[config.mk]
export PLATFORM = sky130hd
export DESIGN_NAME = core_logic_tbl
export DESIGN_NICKNAME = d
export VERILOG_FILES = /design/src/rtl/core_logic_tbl.sv
export SDC_FILE = /design/constraint.sdc
export NUM_CORES = 1
export LEC_CHECK = 0
export ABC_AREA = 1
export CORE_MARGIN = 10
export CORE_UTILIZATION = 40
export DETAILED_ROUTE_END_ITERATION = 8
export PLACE_DENSITY = 0.68
export REMOVE_ABC_BUFFERS = 1
export SKIP_CTS_REPAIR_TIMING = 1
export SLEW_MARGIN = 20
export SYNTH_ARGS = -nofsm -noshare
export SYNTH_HDL_FRONTEND = slang
export SYNTH_SLANG_ARGS = --single-unit
[constraint.sdc]
create_clock -name clk -period 3.54 [get_ports clk]
set_input_delay 0.531 -clock clk [delete_from_list [all_inputs] [get_ports clk]]
set_output_delay 0.531 -clock clk [all_outputs]
set_load 0.01 [all_outputs]
[src/rtl/core_logic_tbl.sv]
// Rule-table driven state machine: (state, masked symbol) -> next state, lowest index wins.
// Adds direct-load, hit/miss status, last-fired rule index and a saturating hit counter.
module core_logic_tbl #(
    parameter int unsigned SW     = 4,
    parameter int unsigned IW     = 4,
    parameter int unsigned NRULES = 16,
    parameter int unsigned CNTW   = 16,
    localparam int unsigned AW    = $clog2(NRULES),
    localparam int unsigned DW    = 1 + 2*SW + 2*IW
) (
    input  logic            clk,
    input  logic            rst_n,
    input  logic            enable,
    input  logic [IW:0]     X,
    input  logic            cfg_we,
    input  logic [AW-1:0]   cfg_addr,
    input  logic [DW-1:0]   cfg_data,
    input  logic            cnt_clr,
    output logic [SW-1:0]   Y,
    output logic            hit,
    output logic            miss,
    output logic [AW-1:0]   rule_idx,
    output logic [CNTW-1:0] trans_cnt
);

    logic          rule_valid [NRULES];
    logic [SW-1:0] rule_cur   [NRULES];
    logic [IW-1:0] rule_mask  [NRULES];
    logic [IW-1:0] rule_val   [NRULES];
    logic [SW-1:0] rule_next  [NRULES];

    logic [IW-1:0] sym;
    logic [SW-1:0] load_val;
    logic          addr_ok;
    logic          match_found;
    logic [AW-1:0] match_idx;
    logic [SW-1:0] match_next;

    assign sym     = X[IW:1];
    assign addr_ok = (32'(cfg_addr) < NRULES);

    if (IW >= SW) begin : g_load_trunc
        assign load_val = sym[SW-1:0];
    end else begin : g_load_zext
        assign load_val = {{(SW-IW){1'b0}}, sym};
    end

    // Only the valid bits need reset; the payload is don't-care until a rule is written.
    always_ff @(posedge clk or negedge rst_n) begin
        if (!rst_n) begin
            for (int unsigned i = 0; i < NRULES; i++) begin
                rule_valid[i] <= 1'b0;
            end
        end else if (cfg_we && addr_ok) begin
            rule_valid[cfg_addr] <= cfg_data[DW-1];
        end
    end

    always_ff @(posedge clk) begin
        if (cfg_we && addr_ok) begin
            rule_cur[cfg_addr]  <= cfg_data[2*SW+2*IW-1 : SW+2*IW];
            rule_mask[cfg_addr] <= cfg_data[SW+2*IW-1 : SW+IW];
            rule_val[cfg_addr]  <= cfg_data[SW+IW-1 : SW];
            rule_next[cfg_addr] <= cfg_data[SW-1:0];
        end
    end

    always_comb begin
        match_found = 1'b0;
        match_idx   = '0;
        match_next  = '0;
        for (int unsigned i = 0; i < NRULES; i++) begin
            if (!match_found && rule_valid[i] && (rule_cur[i] == Y) &&
                ((sym & rule_mask[i]) == (rule_val[i] & rule_mask[i]))) begin
                match_found = 1'b1;
                match_idx   = AW'(i);
                match_next  = rule_next[i];
            end
        end
    end

    always_ff @(posedge clk or negedge rst_n) begin
        if (!rst_n) begin
            Y         <= '0;
            hit       <= 1'b0;
            miss      <= 1'b0;
            rule_idx  <= '0;
            trans_cnt <= '0;
        end else begin
            if (!enable) begin
                Y    <= '0;
                hit  <= 1'b0;
                miss <= 1'b0;
            end else if (X[0]) begin
                Y    <= load_val;
                hit  <= 1'b0;
                miss <= 1'b0;
            end else if (match_found) begin
                Y        <= match_next;
                hit      <= 1'b1;
                miss     <= 1'b0;
                rule_idx <= match_idx;
                if (trans_cnt != '1) begin
                    trans_cnt <= trans_cnt + CNTW'(1);
                end
            end else begin
                hit  <= 1'b0;
                miss <= 1'b1;
            end
            // Clear overrides any increment scheduled above.
            if (cnt_clr) begin
                trans_cnt <= '0;
            end
        end
    end

endmodule

## Word-level counts from Yosys, hierarchy flattened

Memories as Yosys holds them, arrays and structs flattened.
Cells that the tools add are included.

- RAM bits: 256
- Output and inout port bits: 26
- Memories: 4
- Input port bits: 31
- Register bits after elaboration: 42
- Word-level logic and storage cells: 231

Memory list:

| memory | depth | bits a word | rd ports | clocked after Yosys merged registers in | wr ports | line | source |
|---|---|---|---|---|---|---|---|
| rule_cur | 16 | 4 | 16 | 0 | 1 | 27 | `logic [SW-1:0] rule_cur [NRULES];` |
| rule_mask | 16 | 4 | 16 | 0 | 1 | 28 | `logic [IW-1:0] rule_mask [NRULES];` |
| rule_next | 16 | 4 | 16 | 0 | 1 | 30 | `logic [SW-1:0] rule_next [NRULES];` |
| rule_val | 16 | 4 | 16 | 0 | 1 | 29 | `logic [IW-1:0] rule_val [NRULES];` |

- Add/subtract/negate cells: 1
- Eq/ne operators: 35
- Bitwise operators: 34
- Multiplexer cells: 66
- Order comparisons: 2
- Reductions and logical operators: 68

Operators by type and width:

| kind | count |
|---|---|
| 2-to-1 mux 4 bit | 33 |
| bitwise AND 4 bit | 32 |
| equality test 4 bit | 32 |
| 2-to-1 mux 16 bit | 5 |
| logical AND 1 bit | 48 |
| 2-to-1 mux 1 bit | 26 |
| adder 16 x 1 -> 16 bit, second input constant | 1 |
| bitwise mux 16 bit | 1 |
| != test 16 bit, second input constant | 1 |
| logical NOT 1 bit | 15 |
| nonzero test 2 bit | 3 |
| >= comparator 5 bit, second input constant | 1 |
| < comparator 5 x 1 -> 1 bit, second input constant | 1 |
| NOT 4 -> 5 bit | 1 |
| demux 1 bit (select 4 bit) | 1 |
| AND reduction 4 bit | 1 |
| != test 3 x 2 -> 1 bit, second input constant | 1 |
| AND reduction 3 bit | 1 |
| != test 2 x 1 -> 1 bit, second input constant | 1 |
| NOT 1 bit | 1 |

## Longest topological paths before layout

Gate-level depths: netlist of the first run.
An unclocked memory read counts as a cell.

- Depth in word-level cells: 84
- Gate-level depth with buffers: 26
- Gate-level depth less buffers: 25

## Worst setup path before layout of the first run

Ideal clock, no wire load.

- Path type: input-to-reg
- Start point: input X[1]
- End point: register Y[2]
- Stages: 18
- Arrival time: 2.414 ns
- Setup slack: 1.010 ns
- Path buffers: 4
- Library setup time: 0.117 ns
- Required time: 3.423 ns
- Path through: buf_4 > buf_6 > buf_2 > xor2_1 > nand2_1 > nand3_1 > nor4_1 > inv_1 > nand4_2 > nor2_2 > buf_4 > and3_1 > nor2_1 > nand2_1 > nand2_1 > nand2_1 > nand2_1 > nand2_1

- Cells in the longest elaborated chain, start to end: 82
- Elaborated cells on any way between the ends: 129
- Those cells by class: eq/ne (17); mux (35); bitwise (16); reduce/logical (61)

RTL lines:

| element | line | source |
|---|---|---|
| start, declared | 14 | `input logic [IW:0] X,` |
| bitwise AND 4 bit | 74 | `((sym & rule_mask[i]) == (rule_val[i] & rule_mask[i]))) begin` |
| equality test 4 bit | 74 |  |
| logical AND 1 bit | 73 | `if (!match_found && rule_valid[i] && (rule_cur[i] == Y) &&` |
| 2-to-1 mux 1 bit | 73 |  |
| logical NOT 1 bit | 73 |  |
| logical AND 1 bit (3 in series) | 73 |  |
| 2-to-1 mux 1 bit | 73 |  |
| logical NOT 1 bit | 73 |  |
| [60 not listed] | n/a |  |
| logical AND 1 bit (3 in series) | 73 |  |
| 2-to-1 mux 1 bit | 73 |  |
| logical NOT 1 bit | 73 |  |
| logical AND 1 bit (3 in series) | 73 |  |
| 2-to-1 mux 4 bit | 73 |  |
| 2-to-1 mux 4 bit | 98 | `end else if (match_found) begin` |
| 2-to-1 mux 4 bit | 94 | `end else if (X[0]) begin` |
| 2-to-1 mux 4 bit | 90 | `if (!enable) begin` |
| end signal, assigned | 95 | `Y <= load_val;` |
| end signal, assigned | 99 | `Y <= match_next;` |
| end, declared | 19 | `output logic [SW-1:0] Y,` |

Several ways; a longest one is shown, not always the timed one. The select of a mux whose other input is x is not followed.
A chain may end at the register's enable or synchronous reset.

## Worst setup path after layout of the first run

- Start point: register Y[3]
- End point: register Y[0]

- Cells in the longest elaborated chain, start to end: 82
- Elaborated cells on any way between the ends: 114
- Those cells by class: eq/ne (17); mux (35); reduce/logical (62)

RTL lines:

| element | line |
|---|---|
| equality test 4 bit | 73 |
| logical AND 1 bit (2 in series) | 73 |
| 2-to-1 mux 1 bit | 73 |
| logical NOT 1 bit | 73 |
| logical AND 1 bit (3 in series) | 73 |
| 2-to-1 mux 1 bit | 73 |
| logical NOT 1 bit | 73 |
| logical AND 1 bit (3 in series) | 73 |
| [57 not listed] | n/a |
| logical AND 1 bit (3 in series) | 73 |
| 2-to-1 mux 1 bit | 73 |
| logical NOT 1 bit | 73 |
| logical AND 1 bit (3 in series) | 73 |
| 2-to-1 mux 4 bit | 73 |
| 2-to-1 mux 4 bit | 98 |
| 2-to-1 mux 4 bit | 94 |
| 2-to-1 mux 4 bit | 90 |

Several ways; a longest one is shown, not always the timed one. The select of a mux whose other input is x is not followed.

==> metrics.txt, run 1 <==
Via Count 8938; Die Area 40700 um2; Residual DRC 0; Slew @ Worst Pin 0.928 ns; CORE AREA 32500 um2; Achievable Freq 0.331 GHz; final setup vio count 0; final hold vios 0; EDFF count, synth 256; Clock Sinks 298; yosys warns 0; overall power 8330 uW; num ports 57; ANT cells 0; worst skew pair latency 0.58 ns; post-synthesis sequential area ratio 0.662; number of port buffers 56; R2R setup slack 0.52 ns; placed wire-length estimate 21800 um; RSZ-0062 raised after global routing false; Worst Setup Start Kind flop; Seq cells post-synth 298; status finished, final reports clean; Peak supply drop 591 uV; min-delay worst type input port to asynchronous set/reset pin; CTS clk-pin slew, worst paths 0.07 ns; Max-cap violations 0; worst path arrival time 3.48 ns; max_slew headroom 0.380; Mean Syn Cell Area 11.5 um2; Area growth syn-to-layout 18.6%; first-pass GRT wire length 50000 um; Die X 202 um; pwr dens 532 nW/um2; Setup WS post-layout 0.520 ns; DR vias/cell 5.18; Final period util 0.853; endpoint type of the worst setup path flop; # rows 66; initial antenna violation count 0; Longest Clk Path Bufs 3; DRT iter0 DRCs 717; Antenna Nets Post-Route 0; post-synth cell types 54; Synth area leader edfxtp_1; setup tns final 0 ns; Max Slew Vio Count 0; most common cell after layout, fill and taps aside edfxtp_1; Setup WS pre-CTS 0.0997 ns; minimum clock period 3.02 ns; clk root buf clkbuf_16; Setup Skew 0.0223 ns; Data required, critical path 4.00 ns; nets 1292; highest-count cells in the layout ignoring fill and taps 256 x edfxtp_1, 218 x nand2_1, 103 x nand3_1, 101 x inv_1, 97 x nor2_1; gpl congestion 0.856; vias in the first global route 8818; Post-synth ARST share 0.141; Post-synth top flop edfxtp_1; leakage power 0.00593 uW; Detailed Routing Iterations Pass 1 5; Initial Utilization 0.406; Post-Syn Area 13200 um2; Yosys top cell area share 0.582; Placed Area 14500 um2; CP Class flop to flop; fin area 15700 um2; top cells by area, synth edfxtp_1 58%, dfrtp_1 8.0%, nand2_1 6.2%, nand3_1 3.9%, inv_1 2.9%; Inserted Clock Buffers 31; total congestion overflow 0; WL per Instance 18.8 um; share of cells above drive strength 1 0.130; Cells after Synth 1152; critical-path maximum fanout 8; final wirelength 32500 um; pin count of the biggest net entering global routing 29; CTS tree yes; CTS H-tree lvls 1; Die Y-Extent 202 um; gr usage total 0.155
[state kept, by name, summed over array words and instances (netlist names)]
register / cells
rule_cur: 64
rule_mask: 64
rule_next: 64
rule_val: 64
rule_valid: 16
trans_cnt: 16
Y: 4
rule_idx: 4
hit: 1
miss: 1
[worst max-delay path, stage by stage (launching register included)]
cell	delay, ns
dfrtp_1	0.58
clkinv_2	0.23
nand2_1	0.16
nand2_1	0.09
nor2_1	0.12
nand2_1	0.08
nor2_2	0.28
nor2_8	0.09
nand3_1	0.15
nand3_1	0.09
nand2_1	0.06
nand3_1	0.07
o21ai_0	0.18
nand3_1	0.12
nor2_1	0.13
nand3_1	0.09
o21bai_1	0.13
nand2_1	0.11
nand2_1	0.08
nand2_1	0.05
[cell type report]
class                           count  area, um2
Fill cell                        2929      16900
Sequential cell                   298       8740
Multi-Input combinational cell    709       3790
Timing Repair Buffer              104        956
Clock buffer                       41        885
Tap cell                          442        553
Inverter                          116        442
Clock inverter                     17        285
[cells by family (layout without fill, tap and decap cells)]
logic type	Yosys count	count (layout)	share of synthesized area
flip-flops	298	298	0.662
buffers and inverters	145	278	0.0514
AND/OR/NAND/NOR	521	521	0.191
adder cells (fa/ha/maj)	1	1	0.000948
AO/OA/AOI/OAI	144	144	0.0665
XOR/XNOR	43	43	0.0285
[final timing paths]
| path | to | start | cells past startpoint |
|---|---|---|---|
| worst min-delay path | miss | rst_n | 2 |
| max in group asynchronous | Y[0] | rst_n | 3 |
| min in group clk | rule_valid[15] | rule_valid[15] | 1 |
| worst min register to register | rule_valid[15] | rule_valid[15] | 1 |
| worst max-delay path | Y[0] | Y[3] | 19 |
| worst max register to register | Y[0] | Y[3] | 19 |
[power by group]
| part | total, uW | switching, uW | internal [uW] |
|---|---|---|---|
| Clock | 3660 | 1390 | 2270 |
| Sequential | 4010 | 64.3 | 3950 |
| Combinational | 652 | 415 | 237 |
| Total | 8330 | 1870 | 6460 |
[synthesized netlist by cell type, types with 6 or more instances]
master	n
edfxtp_1	256
a21oi_1	38
o21a_1	6
o31ai_1	11
nand3b_1	8
or2_1	7
o21ai_1	17
o221ai_1	6
inv_2	11
buf_4	9
nand3_1	103
inv_1	101
o21ai_0	41
nor2_2	9
nor3_1	9
o2111ai_1	8
dfrtp_1	42
nand4_1	19
buf_6	10
xor2_1	24
nand2_1	218
buf_2	6
or2_2	6
o21ai_2	6
nor2_1	101
xnor2_1	19
[stage by stage]
step	hold WS (ns)	std cells	utilization
after floorplan	0.235	1123	-
after global placement	0.474	1668	0.445
after detailed placement	0.481	1668	0.445
after CTS	-0.112	1726	0.481
after global routing	0.460	1727	0.481
final	0.419	1727	0.481
[routing by layer]
metal	wire [um]	GRT usage
met5	0	0
met4	626	0.0408
met3	2330	0.0300
met2	15400	0.256
met1	14100	0.206
Note: power is estimated with default switching activity, not from simulation.
==> run 2: changes to the inputs <==
- SETUP_SLACK_MARGIN: not set -> 0.4
==> run 2 against run 1 <==
Net effect: critical path depth fell by 1; utilization about the same; fmax grew 2.4%; register-to-register slack better by 0.07 ns; final cell count is the same; flip-flop and latch count is the same; hold slack better by 0.0013 ns; sequential share of layout area about the same; clock skew about the same; non-clock buffer count unchanged; highest routed layer unchanged.
==> metrics.txt, run 2 (synthesis results as in run 1) <==
status finished, final reports clean; clk root buf clkbuf_16; gr usage total 0.155; DRT iter0 DRCs 730; DR vias/cell 5.18; delay-heaviest family, CP simple AND/OR/NAND/NOR gates; final setup vio count 0; total congestion overflow 0; number of port buffers 56; ANT cells 0; final wirelength 32500 um; WL per Instance 18.8 um; Top Metal Used met4; Residual DRC 0; Worst Path Buf+Inv 2; Peak supply drop 590 uV; share of cells above drive strength 1 0.132; pwr dens 532 nW/um2; num ports 57; Worst Setup Start Kind flop; gpl congestion 0.856; Worst path slowest cell dfrtp_1; met2 routed wirelength 15300 um; CORE AREA 32500 um2; Die Y-Extent 202 um; CTS H-tree lvls 1; Setup Skew 0.0223 ns; initial antenna violation count 0; CTS clk-pin slew, worst paths 0.06 ns; Max Slew Vio Count 0; Antenna Nets Post-Route 0; Max stage delay on crit path 0.45 ns; Final period util 0.833; min-delay worst type input port to asynchronous set/reset pin; Data required, critical path 3.99 ns; highest-count cells in the layout ignoring fill and taps 256 x edfxtp_1, 218 x nand2_1, 103 x nand3_1, 101 x inv_1, 97 x nor2_1; CP Class flop to flop; Detailed Routing Iterations Pass 1 5; worst path arrival time 3.40 ns; endpoint type of the worst setup path flop; critical-path maximum fanout 20; # rows 66; overall power 8320 uW; Achievable Freq 0.339 GHz; final hold vios 0; Slew @ Worst Pin 0.962 ns; RSZ-0062 raised after global routing true; Via Count 8938; placed wire-length estimate 21800 um; worst skew pair latency 0.58 ns; max_slew headroom 0.357; Inserted Clock Buffers 31; final core utilization 0.481; Area growth syn-to-layout 18.6%; Met3 Routed Length 2320 um; Longest Clk Path Bufs 3; Max-cap violations 0; nets 1292; Die X 202 um; CTS tree yes; Initial Utilization 0.406; vias in the first global route 8818; setup tns final 0 ns; most common cell after layout, fill and taps aside edfxtp_1; Clock Sinks 298; CP cell instances inv_2 -> nand2_1 -> nand3_1 -> nor2_1 -> nand2_1 -> nor2_2 -> nor2_8 -> nand4_4 -> nor2_4 -> nand4_2 -> nor2_2 -> nand4_2 -> nor2_4 -> nand3_4 -> nand3_2 -> buf_4 -> nand3_1 -> o31ai_1; pin count of the biggest net entering global routing 29; leakage power 0.00593 uW; first-pass GRT wire length 50000 um; met1 WL 14200 um; minimum clock period 2.95 ns; Die Area 40700 um2
## run 2: routing by layer
layer,GRT usage,up-vias
met4,0.0408,0
li1,-,4243
met1,0.206,4308
met5,0,-
met2,0.256,332
met3,0.0300,55
## run 2: path summary, 6_finish.rpt
check	slack, ns	from	cells after the start	endpoint
hold / removal	0.42	rst_n	2	miss
setup reg to reg	0.59	Y[1]	18	trans_cnt[7]
max in group asynchronous	2.37	rst_n	3	Y[3]
setup / recovery	0.59	Y[1]	18	trans_cnt[7]
hold reg to reg	0.51	rule_valid[15]	1	rule_valid[15]
min in group clk	0.51	rule_valid[15]	1	rule_valid[15]
## run 2: area by class of cell
| type | instances | area, um2 |
|---|---|---|
| Fill cell | 2931 | 16900 |
| Sequential cell | 298 | 8740 |
| Multi-Input combinational cell | 709 | 3800 |
| Timing Repair Buffer | 104 | 956 |
| Clock buffer | 41 | 885 |
| Tap cell | 442 | 553 |
| Inverter | 116 | 442 |
| Clock inverter | 17 | 285 |
## run 2: through the flow
stage	std cells	setup slack (ns)	cell area, um2	hold slack, ns
floorplan	1123	0.633	13000	0.235
global placement	1668	0.122	14500	0.474
detailed placement	1668	0.0997	14500	0.481
CTS	1726	0.530	15600	-0.112
global route	1727	0.395	15700	0.460
finish	1727	0.591	15700	0.420
## run 2: report_power, final
| group | total [uW] | switching (uW) | internal [uW] |
|---|---|---|---|
| sequential | 4010 | 64.6 | 3950 |
| combinational | 653 | 416 | 237 |
| clock | 3660 | 1390 | 2270 |
==> run 3: changes to the inputs <==
- clock period: 3.54 -> 2.8 ns (I/O delays scaled with it)
==> run 3 against run 2 <==
Net effect: the flow now finishes with violations (negative setup slack); sequential share of layout area down 3.7 points; cell area is 7.2% higher; count of clock-buffer cells in the layout is 8 higher; final cell count is 4.9% higher; via count is 4.6% higher; first-iteration DRC count shrank 2.2%; sequential power grew 27%; clock power increased by 36%; total power rose by 33%; die area stayed put; non-clock buffer count increased by 77; hold slack got worse by 0.011 ns; highest routed layer unchanged.
==> metrics.txt, run 3 (synthesis results as in run 1) <==
status complete, but fails checks; num ports 57; pwr dens 658 nW/um2; Clock Sinks 298; share of cells above drive strength 1 0.221; final wirelength 34200 um; CTS tree yes; Area growth syn-to-layout 27.1%; CTS clk-pin slew, worst paths 0.06 ns; reg-to-reg startpoint Y[1]; Die Y-Extent 202 um; clk root buf clkbuf_16; DR vias/cell 5.16; Die X 202 um; number of port buffers 56; Worst R2R End Y[0]; R2R setup slack -0.007 ns; ANT cells 0; Pint 8500 uW; Placed Area 15000 um2; worst r2r path cells 16; Antenna Nets Post-Route 0; worst hold slack 0.410 ns; Max-cap violations 0; CP Class flop to flop; worst path arrival time 3.21 ns; Initial Utilization 0.406; final hold vios 0; worst skew pair latency 0.54 ns; initial antenna violation count 0; total congestion overflow 0; Data required, critical path 3.20 ns; Multi-input gate area 4060 um2; Slew @ Worst Pin 0.839 ns; pin count of the biggest net entering global routing 24; highest-count cells in the layout ignoring fill and taps 256 x edfxtp_1, 201 x nand2_1, 102 x buf_4, 98 x inv_1, 94 x nand3_1; Max Slew Vio Count 0; Residual DRC 0; Setup Skew 0.0247 ns; WL per Instance 18.9 um; gpl congestion 0.890; max_slew headroom 0.439; minimum clock period 2.81 ns; failing checks negative setup slack; Switch Pwr 2540 uW; endpoint type of the worst setup path flop; nets 1374; Switching Fraction 0.230; min-delay worst type input port to asynchronous set/reset pin; first-pass GRT wire length 51800 um; final setup vio count 1; most common cell after layout, fill and taps aside edfxtp_1; # rows 66; DRT iter0 DRCs 714; part of the power in combinational logic 0.089; Die Area 40700 um2; RSZ-0062 raised after global routing true; critical-path maximum fanout 8; Longest Clk Path Bufs 3; fin area 16800 um2; Clk pwr share 0.451; CTS H-tree lvls 2; CORE AREA 32500 um2; Final period util 1.00; Worst Setup Start Kind flop; overall power 11000 uW; Achievable Freq 0.356 GHz; Detailed Routing Iterations Pass 1 5; sequential share of power 0.460; fill count 2812; gr usage total 0.162; placed wire-length estimate 22900 um; leakage power 0.00650 uW; Via Count 9349; Reg area 8740 um2; Inserted Clock Buffers 36; vias in the first global route 9241; Peak supply drop 576 uV; Setup WS post-layout -0.00737 ns
==> run 3: cell count changes in the layout (fill, tap and decap cells not counted), sizes merged <==
cell           change
clkdlybuf4s50      -1
buf               +76
clkbuf             +9
dlymetal6s2s       +1
bufinv             -2
clkinv             +2
==> run 3: worst max-delay path by stage <==
stage               from            to  slack [ns]  cells past startpoint
finish              Y[1]          Y[0]      -0.007                     16
global route        Y[1]  trans_cnt[6]       -0.15                     18
CTS                 Y[3]          Y[0]       -0.14                     16
detailed placement  X[1]          Y[0]       -0.49                     18
global placement    X[3]          Y[0]       -0.44                     21
floorplan           Y[3]  trans_cnt[0]       -0.11                     18
==> run 3: metal layers <==
layer | track usage | vias to the layer above | wire [um]
met2 | 0.275 | 313 | 16800
li1 | - | 4396 | -
met4 | 0.0475 | 0 | 821
met3 | 0.0267 | 66 | 2000
met1 | 0.208 | 4574 | 14600
met5 | 0 | - | 0
==> run 3: power groups by stage <==
stage / Combinational [uW] / Clock [uW] / Sequential, uW
floorplan: 394 / 0 / 5160
global placement: 864 / 0 / 5160
detailed placement: 885 / 0 / 5160
CTS: 894 / 5040 / 5070
global route: 1070 / 5240 / 5090
finish: 980 / 4980 / 5080
==> run 3: final cells by class <==
type	instances	area share
Multi-Input combinational cell	709	0.242
Sequential cell	298	0.521
Inverter	116	0.0268
Tap cell	442	0.0330
Clock buffer	49	0.0620
Clock inverter	17	0.0154
Timing Repair Buffer	181	0.0995
==> run 3: stage by stage <==
stage                     utilization  instances  worst slack, ns  TNS (ns)
after floorplan                     -       1123           -0.107    -0.633
after global placement          0.460       1728           -0.437     -8.52
after detailed placement        0.460       1728           -0.494     -9.93
after CTS                       0.500       1794           -0.136    -0.622
after global routing            0.516       1812           -0.148     -2.89
final                           0.516       1812         -0.00737  -0.00737
==> run 3: worst max-delay path, cell delays in order (launching register included) <==
cell and delay [ns]:
dfrtp_2 0.47, buf_8 0.18, xnor2_1 0.16, o2111ai_1 0.15, nor3b_2 0.34, nand2_2 0.15, buf_4 0.19, nand4_1 0.17
inv_1 0.09, nand2_1 0.07, nand3_1 0.07, nor2_1 0.15, nand3_1 0.11, o21bai_1 0.19, nand2_1 0.08, nand2_1 0.05
nand2_1 0.05
